--- src/rtl/sdram_arbiter_n.sv ---
// sdram_arbiter_n: shares one single-transfer SDRAM bridge among N_CLIENTS requesters.
// One transfer is in flight at a time; clients are chosen round-robin or by fixed priority.
module sdram_arbiter_n #(
    parameter int N_CLIENTS = 4,
    parameter int ADDR_W    = 22,
    parameter int DATA_W    = 128,
    parameter int RR_MODE   = 1,
    parameter int TIMEOUT   = 1023
) (
    input  logic                            clk,
    input  logic                            reset_n,
    input  logic [N_CLIENTS-1:0]            cl_rd,
    input  logic [N_CLIENTS-1:0]            cl_wr,
    input  logic [N_CLIENTS*ADDR_W-1:0]     cl_addr,
    input  logic [N_CLIENTS*DATA_W-1:0]     cl_wrdata,
    input  logic [N_CLIENTS*DATA_W/8-1:0]   cl_be,
    output logic [N_CLIENTS-1:0]            cl_ac,
    output logic [N_CLIENTS-1:0]            cl_wait,
    output logic [DATA_W-1:0]               cl_rddata,
    output logic [ADDR_W+3:0]               br_address,
    output logic [DATA_W/8-1:0]             br_byte_enable,
    output logic                            br_read,
    output logic                            br_write,
    output logic [DATA_W-1:0]               br_write_data,
    input  logic                            br_acknowledge,
    input  logic [DATA_W-1:0]               br_read_data,
    output logic [$clog2(N_CLIENTS)-1:0]    grant_id,
    output logic                            busy,
    output logic                            timeout_err
);
    localparam int GW = $clog2(N_CLIENTS);
    localparam int BW = DATA_W / 8;
    localparam int CW = $clog2(TIMEOUT + 1);

    typedef enum logic [1:0] {IDLE = 2'd0, ISSUE = 2'd1, DONE = 2'd2} state_t;

    state_t               state_q, state_d;
    logic [GW-1:0]        grant_q, grant_d, last_q, last_d, sel;
    logic [ADDR_W-1:0]    addr_q, addr_d, sel_addr;
    logic [DATA_W-1:0]    wdata_q, wdata_d, sel_wdata;
    logic [BW-1:0]        be_q, be_d, sel_be;
    logic [DATA_W-1:0]    rddata_q, rddata_d;
    logic                 rd_q, rd_d, wr_q, wr_d;
    logic                 terr_q, terr_d;
    logic [CW-1:0]        cnt_q, cnt_d;
    logic [N_CLIENTS-1:0] req, ac_q, ac_d;
    logic                 found, sel_wr;

    // Arbitration: RR walks last_q+1, last_q+2, ... with wrap; the nearest hit is written last.
    always_comb begin
        req   = cl_rd | cl_wr;
        found = 1'b0;
        sel   = '0;
        if (RR_MODE != 0) begin
            for (int k = N_CLIENTS; k >= 1; k--) begin
                for (int i = 0; i < N_CLIENTS; i++) begin
                    if (req[i] && (i == (int'(last_q) + k) % N_CLIENTS)) begin
                        found = 1'b1;
                        sel   = GW'(i);
                    end
                end
            end
        end else begin
            for (int i = N_CLIENTS - 1; i >= 0; i--) begin
                if (req[i]) begin
                    found = 1'b1;
                    sel   = GW'(i);
                end
            end
        end
    end

    // A client raising both rd and wr gets its write first; the read stays pending.
    always_comb begin
        sel_addr  = '0;
        sel_wdata = '0;
        sel_be    = '0;
        sel_wr    = 1'b0;
        for (int i = 0; i < N_CLIENTS; i++) begin
            if (i == int'(sel)) begin
                sel_addr  = cl_addr[i*ADDR_W +: ADDR_W];
                sel_wdata = cl_wrdata[i*DATA_W +: DATA_W];
                sel_be    = cl_be[i*BW +: BW];
                sel_wr    = cl_wr[i];
            end
        end
    end

    always_comb begin
        state_d  = state_q;
        grant_d  = grant_q;
        last_d   = last_q;
        addr_d   = addr_q;
        wdata_d  = wdata_q;
        be_d     = be_q;
        rddata_d = rddata_q;
        rd_d     = rd_q;
        wr_d     = wr_q;
        terr_d   = terr_q;
        cnt_d    = cnt_q;
        ac_d     = '0;
        unique case (state_q)
            IDLE: begin
                if (found) begin
                    state_d = ISSUE;
                    grant_d = sel;
                    addr_d  = sel_addr;
                    wdata_d = sel_wdata;
                    be_d    = sel_be;
                    wr_d    = sel_wr;
                    rd_d    = ~sel_wr;
                    cnt_d   = '0;
                end
            end
            ISSUE: begin
                if (br_acknowledge) begin
                    rddata_d      = br_read_data;
                    rd_d          = 1'b0;
                    wr_d          = 1'b0;
                    last_d        = grant_q;
                    ac_d[grant_q] = 1'b1;
                    state_d       = DONE;
                end else if (cnt_q == CW'(TIMEOUT - 1)) begin
                    rddata_d      = '0;
                    rd_d          = 1'b0;
                    wr_d          = 1'b0;
                    terr_d        = 1'b1;
                    last_d        = grant_q;
                    ac_d[grant_q] = 1'b1;
                    state_d       = DONE;
                end else begin
                    cnt_d = cnt_q + 1'b1;
                end
            end
            DONE:    state_d = IDLE;
            default: state_d = IDLE;
        endcase
    end

    always_ff @(posedge clk) begin
        if (!reset_n) begin
            state_q  <= IDLE;
            grant_q  <= '0;
            last_q   <= GW'(N_CLIENTS - 1);
            addr_q   <= '0;
            wdata_q  <= '0;
            be_q     <= '0;
            rddata_q <= '0;
            rd_q     <= 1'b0;
            wr_q     <= 1'b0;
            terr_q   <= 1'b0;
            cnt_q    <= '0;
            ac_q     <= '0;
        end else begin
            state_q  <= state_d;
            grant_q  <= grant_d;
            last_q   <= last_d;
            addr_q   <= addr_d;
            wdata_q  <= wdata_d;
            be_q     <= be_d;
            rddata_q <= rddata_d;
            rd_q     <= rd_d;
            wr_q     <= wr_d;
            terr_q   <= terr_d;
            cnt_q    <= cnt_d;
            ac_q     <= ac_d;
        end
    end

    assign cl_ac          = ac_q;
    assign cl_wait        = req & ~ac_q;
    assign cl_rddata      = rddata_q;
    assign br_address     = {addr_q, 4'b0000};
    assign br_byte_enable = be_q;
    assign br_read        = rd_q;
    assign br_write       = wr_q;
    assign br_write_data  = wdata_q;
    assign grant_id       = grant_q;
    assign busy           = (state_q != IDLE);
    assign timeout_err    = terr_q;

endmodule
--- config.mk ---
export PLATFORM = sky130hd
export DESIGN_NAME = sdram_arbiter_n
export DESIGN_NICKNAME = d
export VERILOG_FILES = /design/src/rtl/sdram_arbiter_n.sv
export SDC_FILE = /design/constraint.sdc
export NUM_CORES = 1
export LEC_CHECK = 0
export BUFFER_PORTS_ARGS = -buffer_cell sky130_fd_sc_hd__buf_2
export CAP_MARGIN = 40
export CORE_AREA = 8 8 434 436
export CTS_BUF_LIST = sky130_fd_sc_hd__clkbuf_4 sky130_fd_sc_hd__clkbuf_8
export CTS_CLUSTER_DIAMETER = 60
export DETAILED_ROUTE_END_ITERATION = 10
export DIE_AREA = 0 0 442 444
export SYNTH_ARGS = -nofsm -noshare
export SYNTH_HDL_FRONTEND = slang
export SYNTH_SLANG_ARGS = --single-unit
export TNS_END_PERCENT = 50
--- constraint.sdc ---
create_clock -name clk -period 5.2 [get_ports clk]
set_input_delay 1.04 -clock clk [delete_from_list [all_inputs] [get_ports clk]]
set_output_delay 1.04 -clock clk [all_outputs]
set_load 0.01 [all_outputs]
==> impl_metrics.env <==
export IMPL_grt_pass1_vias=20150
export IMPL_worstSetupPathType="in2reg"
export IMPL_drive_gt1_frac=0.4816
export IMPL_synth_top_family_by_area="compound AO/OA/AOI/OAI gates"
export IMPL_grt_use_total=0.1709
export IMPL_p_clk_frac=0.374
export IMPL_slew_headroom=-0.02360
export IMPL_htreeDepth=3
export IMPL_die_h_um=444
export IMPL_max_clock_freq_ghz=0.2886
export IMPL_grt_pass1_wl_um=224100
export IMPL_antenna_found_initial=169
export IMPL_p_int_mw=5.424
export IMPL_drt_wirelength_per_cell_um=34.52
export IMPL_cts_buffers=75
export IMPL_dr_pass1_iters=6
export IMPL_netlist_area_leader_share=0.4313
export IMPL_grt_max_degree=163
export IMPL_ios=1115
export IMPL_synth_area_leaders="dfxtp_1 43%, a21oi_1 9.6%, a221o_1 9.2%, a2111oi_0 8.0%, a22o_1 7.7%"
export IMPL_p_comb_frac=0.290
export IMPL_grt_setup_unrepaired="false"
export IMPL_gr_total_overflow=0
export IMPL_wl_um=178100
export IMPL_timing_final_crit_share=0.6663
export IMPL_leakage_nw=10.67
export IMPL_cp_max_fo=135
export IMPL_yosys_area_share_adder=0.002381
export IMPL_synth_area_um2=14710
export IMPL_drc=0
export IMPL_synth_warnings=0
export IMPL_synth_edff_count=0
export IMPL_synth_top_area_cell="dfxtp_1"
export IMPL_ant_nets=0
export IMPL_worstPathCellList="buf_2 -> nor2_1 -> a31oi_2 -> nand2_8 -> nor2b_4 -> buf_12 -> a221o_1"
export IMPL_power_frac_seq=0.337
export IMPL_muxShareOfSynthArea=0
export IMPL_skew_ps=49.89
export IMPL_yosys_area_share_simple=0.1044
export IMPL_area_delta_synth_final_pct=68.58
export IMPL_cts_sinks=317
export IMPL_hold_buffers=0
export IMPL_synthFlopType="dfxtp_1"
export IMPL_fin_crit_ps=3465
export IMPL_root_buffer="clkbuf_8"
export IMPL_slew_violations=13
export IMPL_drt_iter0_markers=2492
export IMPL_io_buffers=1110
export IMPL_gp_congestion=0.9845
export IMPL_outcome="finished, violations left"
export IMPL_die_w_um=442
export IMPL_critPathMaxStageDelay_ps=600
export IMPL_violations="slew limit"
export IMPL_die_area_um2=196200
export IMPL_critPathLaunchType="primary input"
export IMPL_p_sw_mw=3.380
export IMPL_vias=20980
export IMPL_synthCells=1625
export IMPL_synth_cell_type_count=55
export IMPL_ys_seq_elements=317
export IMPL_powerDensity_nw_per_um2=354.9
export IMPL_synth_most_common_cell="dfxtp_1"
export IMPL_avgSynthCellArea_um2=9.055
export IMPL_drv_cap=0
export IMPL_routed_via_density=4.066
export IMPL_dpl_hpwl_um=151600
export IMPL_setup_viol=0
export IMPL_cp_slowest_cell="a221o_1"
export IMPL_insertion_delay_ps=760
export IMPL_cts_resized=0
export IMPL_hold_violations=0
export IMPL_critPathCaptureType="flop"
export IMPL_placeableCoreArea_um2=181700
export IMPL_synth_common_cells="317 x dfxtp_1, 281 x a21oi_1, 141 x nand3_1"
export IMPL_clk_path_buf_depth=3
export IMPL_cts_tree="built"
export IMPL_clk_pin_slew_ps=60
export IMPL_synth_compound_area_frac=0.3944
export IMPL_synth_xor_area_frac=0.004762
export IMPL_hold_class="reg2reg"
export IMPL_peakVddDrop_mv=0.1722
export IMPL_nets=3471
export IMPL_utilization=0.1365
export IMPL_ys_seq_area_frac=0.4313
export IMPL_fp_row_count=157
export IMPL_switching_share=0.3839
export IMPL_crit_arrival_ps=4110
export IMPL_start_util=0.08098
export IMPL_postCtsSetupRepairBufs=0
export IMPL_synth_async_reset_ratio=0
export IMPL_fin_tns_setup_ps=0
export IMPL_required_ps=5840
export IMPL_tightest_slew_ps=1535
[cell type report]
| type | instances | area, µm² |
|---|---|---|
| inverters | 5 | 18.77 |
| fillers | 20890 | 156900 |
| clock inverters | 28 | 281.5 |
| clock buffers | 103 | 1324 |
| diodes | 54 | 135.1 |
| multi-input cells | 1097 | 7560 |
| repair buffers | 1170 | 6156 |
| well taps | 2385 | 2984 |
| flip-flops and latches | 317 | 6346 |
[cell families (layout without fill, tap and decap cells)]
| kind of cell | Yosys count | after routing |
|---|---|---|
| compound gates | 767 | 767 |
| xor+xnor | 8 | 8 |
| fa+ha+maj | 3 | 3 |
| buf+inv | 214 | 1306 |
| flops | 317 | 317 |
| other cells | 1 | 58 |
| simple gates | 315 | 315 |
[routing by layer]
metal	GRT usage	up-vias	wire length, µm
met3	0.09660	394	24640
met2	0.2680	1529	79800
met1	0.1934	10240	66090
met5	0	-	654
li1	-	8719	-
met4	0.06386	98	6919
[sequential cells by signal, summed over array words and instances (netlist names)]
name / flops
grant_id: 2
br_read: 1
cl_ac: 4
last_q: 2
state_q: 2
br_write: 1
cl_rddata: 128
cnt_q: 10
timeout_err: 1
br_write_data: 128
br_byte_enable: 16
addr_q: 22
[power groups by stage]
stage | combinational (mW) | sequential (mW) | clock [mW]
2_1_floorplan | 0.908 | 3.06 | 0
3_3_place_gp | 2.56 | 2.99 | 0
3_5_place_dp | 2.59 | 2.99 | 0
4_1_cts | 2.60 | 2.95 | 3.41
5_1_grt | 2.70 | 2.98 | 3.50
6_report | 2.55 | 2.96 | 3.29
[worst paths after layout]
check	slack, ps	cells after the start	to	startpoint
hold / removal	450	2	br_write_data[5]	br_write_data[5]
hold reg to reg	450	2	br_write_data[5]	br_write_data[5]
setup / recovery	1740	7	addr_q[18]	cl_wr[0]
setup reg to reg	2080	6	addr_q[18]	state_q[1]
[layout by cell type (no fill, tap or decap), types with 3 or more instances in the layout]
| master | instances |
|---|---|
| diode_2 | 54 |
| buf_1 | 11 |
| dfxtp_1 | 317 |
| and3_1 | 24 |
| a22o_1 | 129 |
| xnor2_1 | 8 |
| conb_1 | 4 |
| o41ai_1 | 31 |
| bufinv_16 | 3 |
| nor2_1 | 53 |
| clkinv_4 | 3 |
| nand2_1 | 40 |
| buf_12 | 12 |
| clkinv_2 | 14 |
| buf_2 | 1111 |
| a2111oi_0 | 133 |
| inv_1 | 4 |
| a221o_1 | 135 |
| clkbuf_4 | 15 |
| a21oi_1 | 281 |
| nor3_1 | 34 |
| nand4_1 | 4 |
| clkbuf_8 | 88 |
| a211oi_1 | 25 |
| a221oi_1 | 8 |
| nand3_1 | 141 |
| buf_4 | 33 |
[stage by stage]
stage	worst slack [ps]	hold WS, ps	area, µm²	power, mW	instances
5_1_grt	1828	378.5	24730	9.184	5127
6_report	1735	451.3	24810	8.804	5159
4_1_cts	1922	318.3	24670	8.950	5105
3_3_place_gp	708.7	428.7	22950	5.558	4959
3_5_place_dp	1071	435.7	23060	5.582	4974
2_1_floorplan	2463	478.8	14730	3.966	1628
[worst max-delay path, delay by kind of cell]
family / cells / cell delay, ps
compound gates: 2 / 970
buf+inv: 2 / 340
simple gates: 3 / 1100
No activity file was read; power rests on OpenSTA's default activity.
